<file path="src/rtl/bcd_updown_counter.sv">
`default_nettype none
// ============================================================================
//  Module   : bcd_updown_counter
//  Function : DIGITS-digit cascaded BCD up/down counter with clear, clamped
//             load, terminal-count flag and registered wrap carry pulse.
//             Define BCD_UPDOWN_COUNTER_SATURATE_EN to saturate at the limits.
//  Revision : 1.0 - initial release
// ============================================================================
module bcd_updown_counter #(
   parameter int DIGITS = 4
) (
   input  logic                  Clk_In,
   input  logic                  Reset_In,
   input  logic                  Clear_In,
   input  logic                  Load_In,
   input  logic [4*DIGITS-1:0]   Load_Value_In,
   input  logic                  Enable_In,
   input  logic                  Up_Downb_In,
   output logic [4*DIGITS-1:0]   Count_Out,
   output logic                  Terminal_Out,
   output logic                  Carry_Out
);

   localparam logic [3:0] c_NINE = 4'd9;

   logic [4*DIGITS-1:0] r_count;
   logic                r_carry;
   logic [4*DIGITS-1:0] w_next;
   logic [4*DIGITS-1:0] w_load;
   logic [DIGITS-1:0]   w_is9;
   logic [DIGITS-1:0]   w_is0;
   logic [DIGITS:0]     w_run9;
   logic [DIGITS:0]     w_run0;
   logic                w_terminal;

   assign w_run9[0] = 1'b1;
   assign w_run0[0] = 1'b1;

   // w_run9[k]/w_run0[k]: every digit below k is 9 / 0, i.e. digit k steps.
   genvar k;
   generate
      for (k = 0; k < DIGITS; k++) begin : g_digit
         logic [3:0] w_cur;
         logic [3:0] w_ldv;
         logic       w_step;

         assign w_cur          = r_count[4*k +: 4];
         assign w_ldv          = Load_Value_In[4*k +: 4];
         assign w_is9[k]       = (w_cur == c_NINE);
         assign w_is0[k]       = (w_cur == 4'd0);
         assign w_run9[k+1]    = w_run9[k] & w_is9[k];
         assign w_run0[k+1]    = w_run0[k] & w_is0[k];
         assign w_step         = Up_Downb_In ? w_run9[k] : w_run0[k];
         assign w_load[4*k +: 4] = (w_ldv > c_NINE) ? c_NINE : w_ldv;

         always_comb begin
            w_next[4*k +: 4] = w_cur;
            if (w_step) begin
               if (Up_Downb_In)
                  w_next[4*k +: 4] = w_is9[k] ? 4'd0 : (w_cur + 4'd1);
               else
                  w_next[4*k +: 4] = w_is0[k] ? c_NINE : (w_cur - 4'd1);
            end
         end
      end
   endgenerate

   assign w_terminal = Up_Downb_In ? w_run9[DIGITS] : w_run0[DIGITS];

   always_ff @(posedge Clk_In or posedge Reset_In) begin
      if (Reset_In) begin
         r_count <= '0;
         r_carry <= 1'b0;
      end else if (Clear_In) begin
         r_count <= '0;
         r_carry <= 1'b0;
      end else if (Load_In) begin
         r_count <= w_load;
         r_carry <= 1'b0;
      end else if (Enable_In) begin
         // At the terminal count an enabled step is either a wrap or a blocked step.
         r_carry <= w_terminal;
`ifdef BCD_UPDOWN_COUNTER_SATURATE_EN
         if (!w_terminal)
            r_count <= w_next;
`else
         r_count <= w_next;
`endif
      end else begin
         r_carry <= 1'b0;
      end
   end

   assign Count_Out    = r_count;
   assign Carry_Out    = r_carry;
   assign Terminal_Out = w_terminal;

endmodule
`default_nettype wire

</file>
<file path="config.mk">
export PLATFORM = sky130hd
export DESIGN_NAME = bcd_updown_counter
export DESIGN_NICKNAME = d
export VERILOG_FILES = /design/src/rtl/bcd_updown_counter.sv
export SDC_FILE = /design/constraint.sdc
export NUM_CORES = 1
export LEC_CHECK = 0
export BUFFER_PORTS_ARGS = -buffer_cell sky130_fd_sc_hd__buf_4
export CAP_MARGIN = 5
export CORE_UTILIZATION = 25
export DETAILED_ROUTE_END_ITERATION = 16
export PLACE_DENSITY = 0.4
export SLEW_MARGIN = 10
export SYNTH_ARGS = -nofsm -noshare
export SYNTH_HDL_FRONTEND = slang
export SYNTH_SLANG_ARGS = --single-unit
</file>
<file path="constraint.sdc">
create_clock -name Clk_In -period 4.4 [get_ports Clk_In]
set_input_delay 0.22 -clock Clk_In [delete_from_list [all_inputs] [get_ports Clk_In]]
set_output_delay 0.22 -clock Clk_In [all_outputs]
set_load 0.005 [all_outputs]
</file>
* Word-level counts from Yosys, hierarchy flattened
Index checks and enable logic that the tools add are counted.
Word-level totals: bits of input ports 22, word-level logic and storage cells 67, bits in registers 17, output and inout port bits 18
Cells by class: eq/ne operators 4, reduce and logical (&&, ||, !) cells 11, mux-type cells 29, $add $sub $neg 8, magnitude comparators 4, bitwise gates (word level) 6
Operators by type and width (count):
- 4-bit 2-to-1 mux | 19
- 16-bit 2-to-1 mux | 3
- 4-bit by 1-bit adder with 4-bit output (second input constant) | 4
- 4-bit equality test (second input constant) | 4
- 4-bit greater-than comparator (second input constant) | 4
- 4-bit zero test | 4
- 4-bit by 1-bit subtractor with 4-bit output (second input constant) | 4
- 3-bit nonzero test | 4
- 1-bit 2-to-1 mux | 7
- 1-bit bitwise AND | 6
- 2-bit AND reduction | 3

* Depth between registers and ports, before layout
Gate-level depths: netlist (run 1).
depth in word-level cells 8, gate-level depth with buffers 8, mapped depth without buffers 7

* Worst setup path before layout (run 1)
Ideal clock, no wire load.
path type register to register, start register r_count[0] (netlist: Count_Out[0]), end register r_count[12] (netlist: Count_Out[12]), path buffers 0, setup time 0.094 ns, data arrival time 1.953 ns, required time 4.306 ns, setup slack 2.354 ns, cell stages (with the launch flop) 8, cell sequence dfrtp_1 > inv_1 > ha_1 > or4b_4 > nor3b_4 > o21ai_2 > xor2_1 > a221oi_2
On the way: word-level cells in the longest chain between the ends 6
RTL lines:
- start, declared | RTL line 26 | logic [4*DIGITS-1:0] r_count;
- start signal, assigned | RTL line 78 | r_count <= w_load;
- start signal, assigned | RTL line 87 | r_count <= w_next;
- 4-bit equality test or 4-bit zero test (tied branches) | RTL line 49, 50
- 1-bit bitwise AND, on equally long branches (2 in a row) | RTL line 51, 52
- 1-bit 2-to-1 mux (*) | RTL line 53 | assign w_step = Up_Downb_In ? w_run9[k] : w_run0[k];
- 3-bit nonzero test (no source line) (*)
- 2-bit AND reduction (no source line) (*)
Every way passes the cells marked *; elsewhere a longest branch is shown, timed or not. A chain may end at the register's enable or synchronous reset.

* Worst setup path after layout (run 1)
start register r_count[0] (netlist: Count_Out[0]), end output port Terminal_Out
On the way: word-level cells in the longest chain between the ends 5
RTL lines:
- 4-bit equality test or 4-bit zero test (tied branches) | RTL line 49, 50
- 1-bit bitwise AND, on equally long branches (3 in a row) | RTL line 51, 52
- 1-bit 2-to-1 mux (*) | RTL line 68 | assign w_terminal = Up_Downb_In ? w_run9[DIGITS] : w_run0[DIGITS];
- end, declared | RTL line 20 | output logic Terminal_Out,
Marked as above.

==> qor.yml, run 1 <==
die_w_um: 83.1
hold_class: "primary input to asynchronous set/reset pin"
r2r_start: "Count_Out[0]$_DFFE_PP0P_"
clk_path_buf_depth: 2
setup_tns_ps: 0
nets: 259
gp_congestion: 0.713
clk_latency_ps: 260
worst-r2r-setup-slack_ps: 2130
cts.root.buffer_cell: "clkbuf_8"
leakage_nw: 0.824
synth_top_area_cell: "dfrtp_1"
synth-main-ff-cell: "dfrtp_1"
p_per_area_nw_per_um2: 230
yosys_warnings: 0
busiest_layer: "met2"
hpwl_mm: 3.25
use_met3: 0.0189
startpoint_type: "flop"
rsz0062_at_grt: "false"
grt-ovfl-total: 0
path_max_fanout: 8
arrival_ps: 2260
synth.net_count: 235
hold_viol: 0
skew_ps: 2.35
io_pins: 40
syn_area_um2: 1640
path_class: "flop to primary output"
fin_crit_ps: 2480
worst_hold_slack_ps: 105
placedCellCount: 306
fin_cells: 310
synthCells: 210
vdd_ir_drop_max_uv: 98.4
grt_pass1_wl_mm: 7.85
drc: 0
async_reset_ff_frac: 1.00
worst_slew_pin_slew_ps: 780
drt_wl_total_mm: 4.69
crit_chain: "inv_1 > ha_1 > or4b_4 > nor3b_4 > nand2_1 > a211oi_2 > buf_4"
start_util: 0.259
period_share: 0.564
die_area_um2: 6900
vias: 1594
port_buffers: 39
cts_setup_buffers: 0
path_clk_slew_ps: 80
relSlewSlack: 0.479
fp.dieH_um: 83.1
cp-end-kind: "primary output"
synth_top_area_frac: 0.259
cts-htree-levels: 1
antenna_found_initial: 0
cts_tree: "built"
grt_pass1_vias: 1522
cts.hold.buffers_added: 0
totalPowerFinal_uw: 458
synth_edf_count: 0
drt_iter0_markers: 73
status: "finished clean"
dr.pass1.iters: 4
synth_cell_types: 57
fin_util: 0.314
grt_max_degree: 37
fillCellCount: 678
area_delta_synth_final_pct: 21.2
track_usage: 0.139
ant_nets: 0
netlist_top_cells_count: "nor2_1, dfrtp_1, nand2_1"
diodes: 0
wl_per_cell_um: 15.1
fmax_mhz: 403
critPathSlowestCell: "or4b_4"
setup_viol: 0
ff_latch_area_um2: 425
cts-resized-gates: 0
avgSynthCellArea_um2: 7.82
yosysMostFrequentCell: "nor2_1"
gr-usage-met1: 0.194
r2r-end: "Count_Out[14]$_DFFE_PP0P_"
fp-row-count: 29
vias_per_cell: 5.14
maxCapViolations: 0
gr-usage-met2: 0.226
yosysSeqAreaShare: 0.259
cts_buffers: 3
worstRegToRegCells: 7
drive_above_1_share: 0.227
synth.ff_latch_count: 17
core_um2: 6350
slew_violations: 0
multi_input_area_um2: 1100
yosys-top-cells-area: "dfrtp_1, nor2_1, o21ai_0"
cp.required_ps: 4180
crit_path_max_incr_delay_ps: 520
cts_sinks: 17
cell type report:
cell class,instances,share of cell area
inverters,8,0.0151
clock buffers,4,0.0226
flip-flops and latches,17,0.214
well taps,77,0.0484
repair buffers,39,0.147
multi-input cells,165,0.553
layer usage:
layer / share of wire / vias up / routed length [µm]
met1: 0.50 / 743 / 2340
met5: 0 / - / 0
met3: 0.025 / 4 / 116
li1: - / 822 / -
met2: 0.47 / 25 / 2200
met4: 0.0079 / 0 / 37
where the power goes:
group          total [mW]  internal [mW]  switching, mW
logic               0.139         0.0705         0.0684
registers           0.193          0.166         0.0276
clock network       0.126         0.0645         0.0613
critical path: cells and delay by family (launching register included):
family,cells,cell delay (ps)
AO/OA/AOI/OAI,1,200
adder cells (fa/ha/maj),1,210
buffers and inverters,2,250
flip-flops,1,470
AND/OR/NAND/NOR,3,880
logic make-up (layout without fill, tap and decap cells):
kind of cell | Yosys count | in the layout | synth area share
and+or+nand+nor | 80 | 80 | 0.272
AOI/OAI and AO/OA | 67 | 67 | 0.292
buffers and inverters | 28 | 51 | 0.0701
DFF | 17 | 17 | 0.259
xor gates and xnor gates | 10 | 10 | 0.0533
muxes | 5 | 5 | 0.0305
adders and majority gates | 3 | 3 | 0.0229
per-stage QoR:
stage               cell area [µm²]  setup slack, ps
floorplan                      1640             2350
global placement               1950             2210
detailed placement             1950             2180
CTS                            1990             1880
global route                   1990             1790
finish                         1990             1920
how the worst max path moves through the flow:
stage	from	depth (start not counted)	slack, ps	to
6_report	Count_Out[0]$_DFFE_PP0P_	7	1920	Terminal_Out
3_5_place_dp	Count_Out[0]$_DFFE_PP0P_	7	2180	Count_Out[14]$_DFFE_PP0P_
4_1_cts	Count_Out[0]$_DFFE_PP0P_	7	1880	Terminal_Out
5_1_grt	Count_Out[1]$_DFFE_PP0P_	7	1790	Terminal_Out
2_1_floorplan	Count_Out[0]$_DFFE_PP0P_	7	2350	Count_Out[12]$_DFFE_PP0P_
3_3_place_gp	Count_Out[0]$_DFFE_PP0P_	7	2210	Terminal_Out
cell usage in the layout (no fill, tap or decap), types with 3 or more instances in the layout:
cell type / count
buf_4: 39
nor2_1: 18
dfrtp_1: 17
nand2_1: 16
o21ai_0: 13
a21oi_1: 12
nor3_1: 9
inv_1: 8
nand3_1: 8
nand3b_1: 6
xnor2_1: 6
mux2i_1: 5
xor2_1: 4
a21o_1: 4
nand2b_1: 3
nor4_1: 3
nor2b_1: 3
o31ai_1: 3
o22ai_1: 3
a211oi_1: 3
a221oi_1: 3
ha_1: 3
clkbuf_8: 3
sequential cells by signal, summed over array words and instances, names as in the netlist:
| signal | count |
|---|---|
| Carry_Out | 1 |
| Count_Out | 16 |
No activity file was read; power rests on OpenSTA's default activity.
==> run 2, diff against run 1 <==
Settings changed: PLACE_DENSITY 0.4 to 0.42.
Clock period 4.4 ns to 2 ns, I/O delays scaled along.
==> qor.yml, run 2 (same netlist as run 1, synthesis figures left out) <==
combPwrFrac: 0.403
grt-ovfl-total: 0
internal_power_uw: 724
p_per_area_nw_per_um2: 466
cts_tree: "built"
io_pins: 40
power_switching_uw: 367
start_util: 0.259
switching_share: 0.336
path_class: "flop to primary output"
placed_cell_area_um2: 2110
r2r-end: "Count_Out[9]$_DFFE_PP0P_"
cts_sinks: 17
min_to: "Count_Out[14]$_DFFE_PP0P_"
worst_slew_pin_slew_ps: 718
period_share: 1.05
port_buffers: 39
r2r_start: "Count_Out[1]$_DFFE_PP0P_"
grt_pass1_vias: 1616
holdPathStages: 3
vias: 1756
vias_per_cell: 5.15
skew_ps: 1.12
hold_class: "primary input to flop"
wl_per_cell_um: 15.3
slew_violations: 0
fmax_mhz: 475
drive_above_1_share: 0.367
nets: 290
vdd_ir_drop_max_uv: 247
cts_buffers: 3
startpoint_type: "flop"
antenna_found_initial: 0
arrival_ps: 2010
worst-r2r-setup-slack_ps: -50
drc: 0
leakage_nw: 0.998
setup_slack_ps: -105
cp.required_ps: 1900
gp_congestion: 0.739
drt_wl_total_mm: 5.20
cts.root.buffer_cell: "clkbuf_8"
hold_viol: 0
track_usage: 0.149
min_from: "Load_Value_In[14]"
diodes: 0
maxCapViolations: 0
path_clk_slew_ps: 70
relSlewSlack: 0.521
die_w_um: 83.1
hpwl_mm: 3.64
violations: "negative setup slack"
rsz0062_at_grt: "true"
seqPwrFrac: 0.354
core_um2: 6350
totalPowerFinal_mw: 1.09
largest_register_ffs: 16
area_delta_synth_final_pct: 42.3
status: "finished with violations"
dr.pass1.iters: 4
ant_nets: 0
clk_path_buf_depth: 2
cp-end-kind: "primary output"
fp.dieH_um: 83.1
path_max_fanout: 2
final_cell_mix: "buf_4, nor2_1, dfrtp_1, nand2_1, o21ai_0"
clk_latency_ps: 250
grt_pass1_wl_mm: 8.38
clkPwrFrac: 0.243
cts-htree-levels: 1
final_cell_area_um2: 2340
die_area_um2: 6900
worstRegToRegCells: 9
mostFrequentLayoutCell: "buf_4"
setup_viol: 10
drt_iter0_markers: 84
grt_max_degree: 24
fp-row-count: 29
fin_crit_ps: 2110
## run 2: worst max path at each step
stage,from,endpoint,slack (ps),depth (start not counted)
final,Count_Out[1]$_DFFE_PP0P_,Terminal_Out,-110,7
after CTS,Count_Out[1]$_DFFE_PP0P_,Terminal_Out,-180,7
after global routing,Count_Out[1]$_DFFE_PP0P_,Terminal_Out,-190,7
after detailed placement,Count_Out[0]$_DFFE_PP0P_,Count_Out[14]$_DFFE_PP0P_,-100,7
after floorplan,Count_Out[0]$_DFFE_PP0P_,Count_Out[12]$_DFFE_PP0P_,-6,7
after global placement,Count_Out[0]$_DFFE_PP0P_,Count_Out[14]$_DFFE_PP0P_,-50,7
## run 2: area by class of cell
type | instances | area (µm²)
clock buffer | 4 | 45.0
timing repair buffer | 70 | 547
inverter | 8 | 30.0
tap | 77 | 96.3
multi-input combinational | 165 | 1190
sequential | 17 | 427
fill | 685 | 4010
## run 2: timing repair
| action | in CTS | in global routing |
|---|---|---|
| cloned | 0 | 0 |
| hold buffers | 1 | 0 |
| setup buffers | 4 | 4 |
| pin swaps | 6 | 8 |
| endpoints found under the hold margin | 17 | 0 |
| resized for setup | 8 | 19 |
| setup endpoints to repair | 9 | 14 |
## run 2: metrics by stage
step,TNS (ps),utilization,instances,setup slack [ps],hold WS (ps)
after floorplan,-8.94,-,210,-6.46,26.0
after global placement,-71.0,0.333,328,-53.3,282
after detailed placement,-197,0.333,328,-102,257
after CTS,-288,0.351,337,-179,70.0
after global routing,-1160,0.368,341,-192,86.0
final,-342,0.368,341,-105,71.5
## run 2: power by group through the flow
stage / logic (mW) / clock network, mW / registers (mW)
2_1_floorplan: 0.230 / 0 / 0.397
3_3_place_gp: 0.396 / 0 / 0.393
3_5_place_dp: 0.394 / 0 / 0.392
4_1_cts: 0.414 / 0.275 / 0.385
5_1_grt: 0.483 / 0.290 / 0.389
6_report: 0.439 / 0.265 / 0.386
## run 2: worst max-delay path: stages, from the launching register on
cell and delay, ps:
dfrtp_1 390, inv_2 80, ha_4 140, or4b_4 480
nor3b_4 200, nand2_1 90, a211oi_2 220, buf_4 150
## run 2: metal layers
metal | global-route usage | wire (µm)
met5 | 0 | 0
met4 | 0.0329 | 32
met3 | 0.0179 | 133
met2 | 0.236 | 2420
met1 | 0.215 | 2610
==> run 3, diff against run 2 <==
--- a/config.mk
+++ b/config.mk
@@ -7,2 +7,4 @@
 export LEC_CHECK = 0
+export ABC_AREA = 1
+export ABC_CLOCK_PERIOD_IN_PS = 2000
 export BUFFER_PORTS_ARGS = -buffer_cell sky130_fd_sc_hd__buf_4
==> constraint.sdc (replaced) <==
create_clock -name Clk_In -period 2 [get_ports Clk_In]
set_input_delay 0.4 -clock Clk_In [delete_from_list [all_inputs] [get_ports Clk_In]]
set_output_delay 0.4 -clock Clk_In [all_outputs]
set_load 0.005 [all_outputs]
==> qor.yml, run 3 <==
hold_class: "primary input to asynchronous set/reset pin"
synth-main-ff-cell: "dfrtp_1"
relSlewSlack: 0.755
grt_max_degree: 19
core_um2: 6060
die_area_um2: 6760
cts_tree: "built"
fp-row-count: 28
vias_per_cell: 4.65
avgSynthCellArea_um2: 6.05
final_cell_mix: "nand2_1, buf_4, nand3_1"
totalPowerFinal_mw: 1.26
fillCellCount: 678
placed_cell_area_um2: 1980
hold_viol: 0
maxCapViolations: 0
period_share: 0.965
vdd_ir_drop_max_uv: 211
synth_cell_types: 22
synth_top_area_frac: 0.264
port_buffers: 39
yosysSeqAreaShare: 0.264
drc: 0
antenna_found_initial: 0
fin_cells: 389
seqPwrFrac: 0.363
wl_per_cell_um: 12.4
ant_nets: 0
worst_slew_pin_slew_ps: 367
hpwl_mm: 3.59
cp-end-kind: "primary output"
yosys_warnings: 0
status: "finished clean"
fin_crit_ps: 1930
async_reset_ff_frac: 1.00
dp_worst_setup_slack_ps: 143
worst_hold_slack_ps: 151
grt_pass1_vias: 1628
setup_tns_ps: 0
leakage_nw: 1.09
synth_edf_count: 0
area_delta_synth_final_pct: 35.1
drt_wl_total_mm: 4.83
slew_violations: 0
r2r-end: "Count_Out[15]$_DFFE_PP0P_"
dr.pass1.iters: 4
clk_latency_ps: 260
die_w_um: 82.2
clkPwrFrac: 0.223
startpoint_type: "flop"
combPwrFrac: 0.414
grt-ovfl-total: 0
cts.root.buffer_cell: "clkbuf_8"
arrival_ps: 1530
cts_buffers: 3
setup_slack_ps: 69.9
p_per_area_nw_per_um2: 578
rsz0062_at_grt: "true"
synth_top_area_cell: "dfrtp_1"
placedCellCount: 377
path_max_fanout: 5
worstRegToRegCells: 10
drive_above_1_share: 0.293
yosys-top-cells-area: "dfrtp_1, nand2_1, nand3_1"
fin_util: 0.359
cts_sinks: 17
vias: 1810
path_clk_slew_ps: 80
r2r_start: "Count_Out[1]$_DFFE_PP0P_"
io_pins: 40
worst-r2r-setup-slack_ps: 480
cp.required_ps: 1600
mostFrequentLayoutCell: "nand2_1"
fmax_mhz: 518
clk_path_buf_depth: 2
switching_share: 0.400
start_util: 0.265
synth.ff_latch_count: 17
gp_congestion: 0.772
synth.net_count: 291
cts.hold.buffers_added: 0
drt_iter0_markers: 74
nets: 340
setup_viol: 0
final_cell_area_um2: 2170
largest_register_ffs: 16
netlist_top_cells_count: "nand2_1, nand3_1, nor2_1"
path_class: "flop to primary output"
cts-htree-levels: 1
grt_pass1_wl_mm: 7.92
diodes: 0
power_switching_uw: 503
track_usage: 0.155
syn_area_um2: 1610
synthCells: 266
yosysMostFrequentCell: "nand2_1"
skew_ps: 1.10
fp.dieH_um: 82.2
internal_power_uw: 755
## run 3: cell types whose count changed after synthesis, moves of 7 or more
cell      previous run  this run
clkbuf_1            13         1
inv_2                0         7
nand2_1             16        94
inv_1                8        23
nand3_1              8        38
nor3_1               9         0
## run 3: logic make-up (layout without fill, tap and decap cells)
group	after synthesis	in the layout	share of synthesized area
compound gates	31	31	0.113
fa+ha+maj	3	3	0.0233
buf+inv	36	84	0.0918
flops	17	17	0.264
simple gates	179	179	0.508
## run 3: per-layer routing
layer,track usage,part of all wire
met5,0,0
met4,0.0368,0.0058
met3,0.0165,0.027
met2,0.257,0.47
met1,0.214,0.49
## run 3: critical path: stages, from the launching register on
cell     delay, ps
dfrtp_2        460
inv_4           90
ha_4           160
nand3_4        100
nor2_4         120
nand2_2         80
o22ai_4        130
buf_6          120
## run 3: cell type report
class | count | area (µm²) | area share
timing repair buffer | 50 | 379 | 0.174
inverter | 30 | 115 | 0.0530
tap | 75 | 93.8 | 0.0432
multi-input combinational | 213 | 1110 | 0.511
sequential | 17 | 429 | 0.197
clock buffer | 4 | 45.0 | 0.0207
## run 3: what timing repair did
item,4_1_cts,5_1_grt
buffers inserted,3,5
gates resized for setup,11,11
pin swaps,2,5
setup endpoints to repair,1,1
gates cloned,0,0
## run 3: how the worst max path moves through the flow
stage / start / endpoint / slack (ps)
floorplan: Count_Out[1]$_DFFE_PP0P_ / Terminal_Out / 410
global placement: Count_Out[1]$_DFFE_PP0P_ / Terminal_Out / 160
detailed placement: Count_Out[1]$_DFFE_PP0P_ / Terminal_Out / 140
CTS: Count_Out[1]$_DFFE_PP0P_ / Terminal_Out / -20
global route: Count_Out[0]$_DFFE_PP0P_ / Terminal_Out / -9
finish: Count_Out[0]$_DFFE_PP0P_ / Terminal_Out / 70
## run 3: power by group through the flow
stage	Combinational, mW	Sequential, mW	Clock, mW
6_report	0.520	0.457	0.280
5_1_grt	0.592	0.469	0.306
4_1_cts	0.499	0.452	0.295
3_5_place_dp	0.473	0.459	0
3_3_place_gp	0.478	0.459	0
2_1_floorplan	0.312	0.441	0
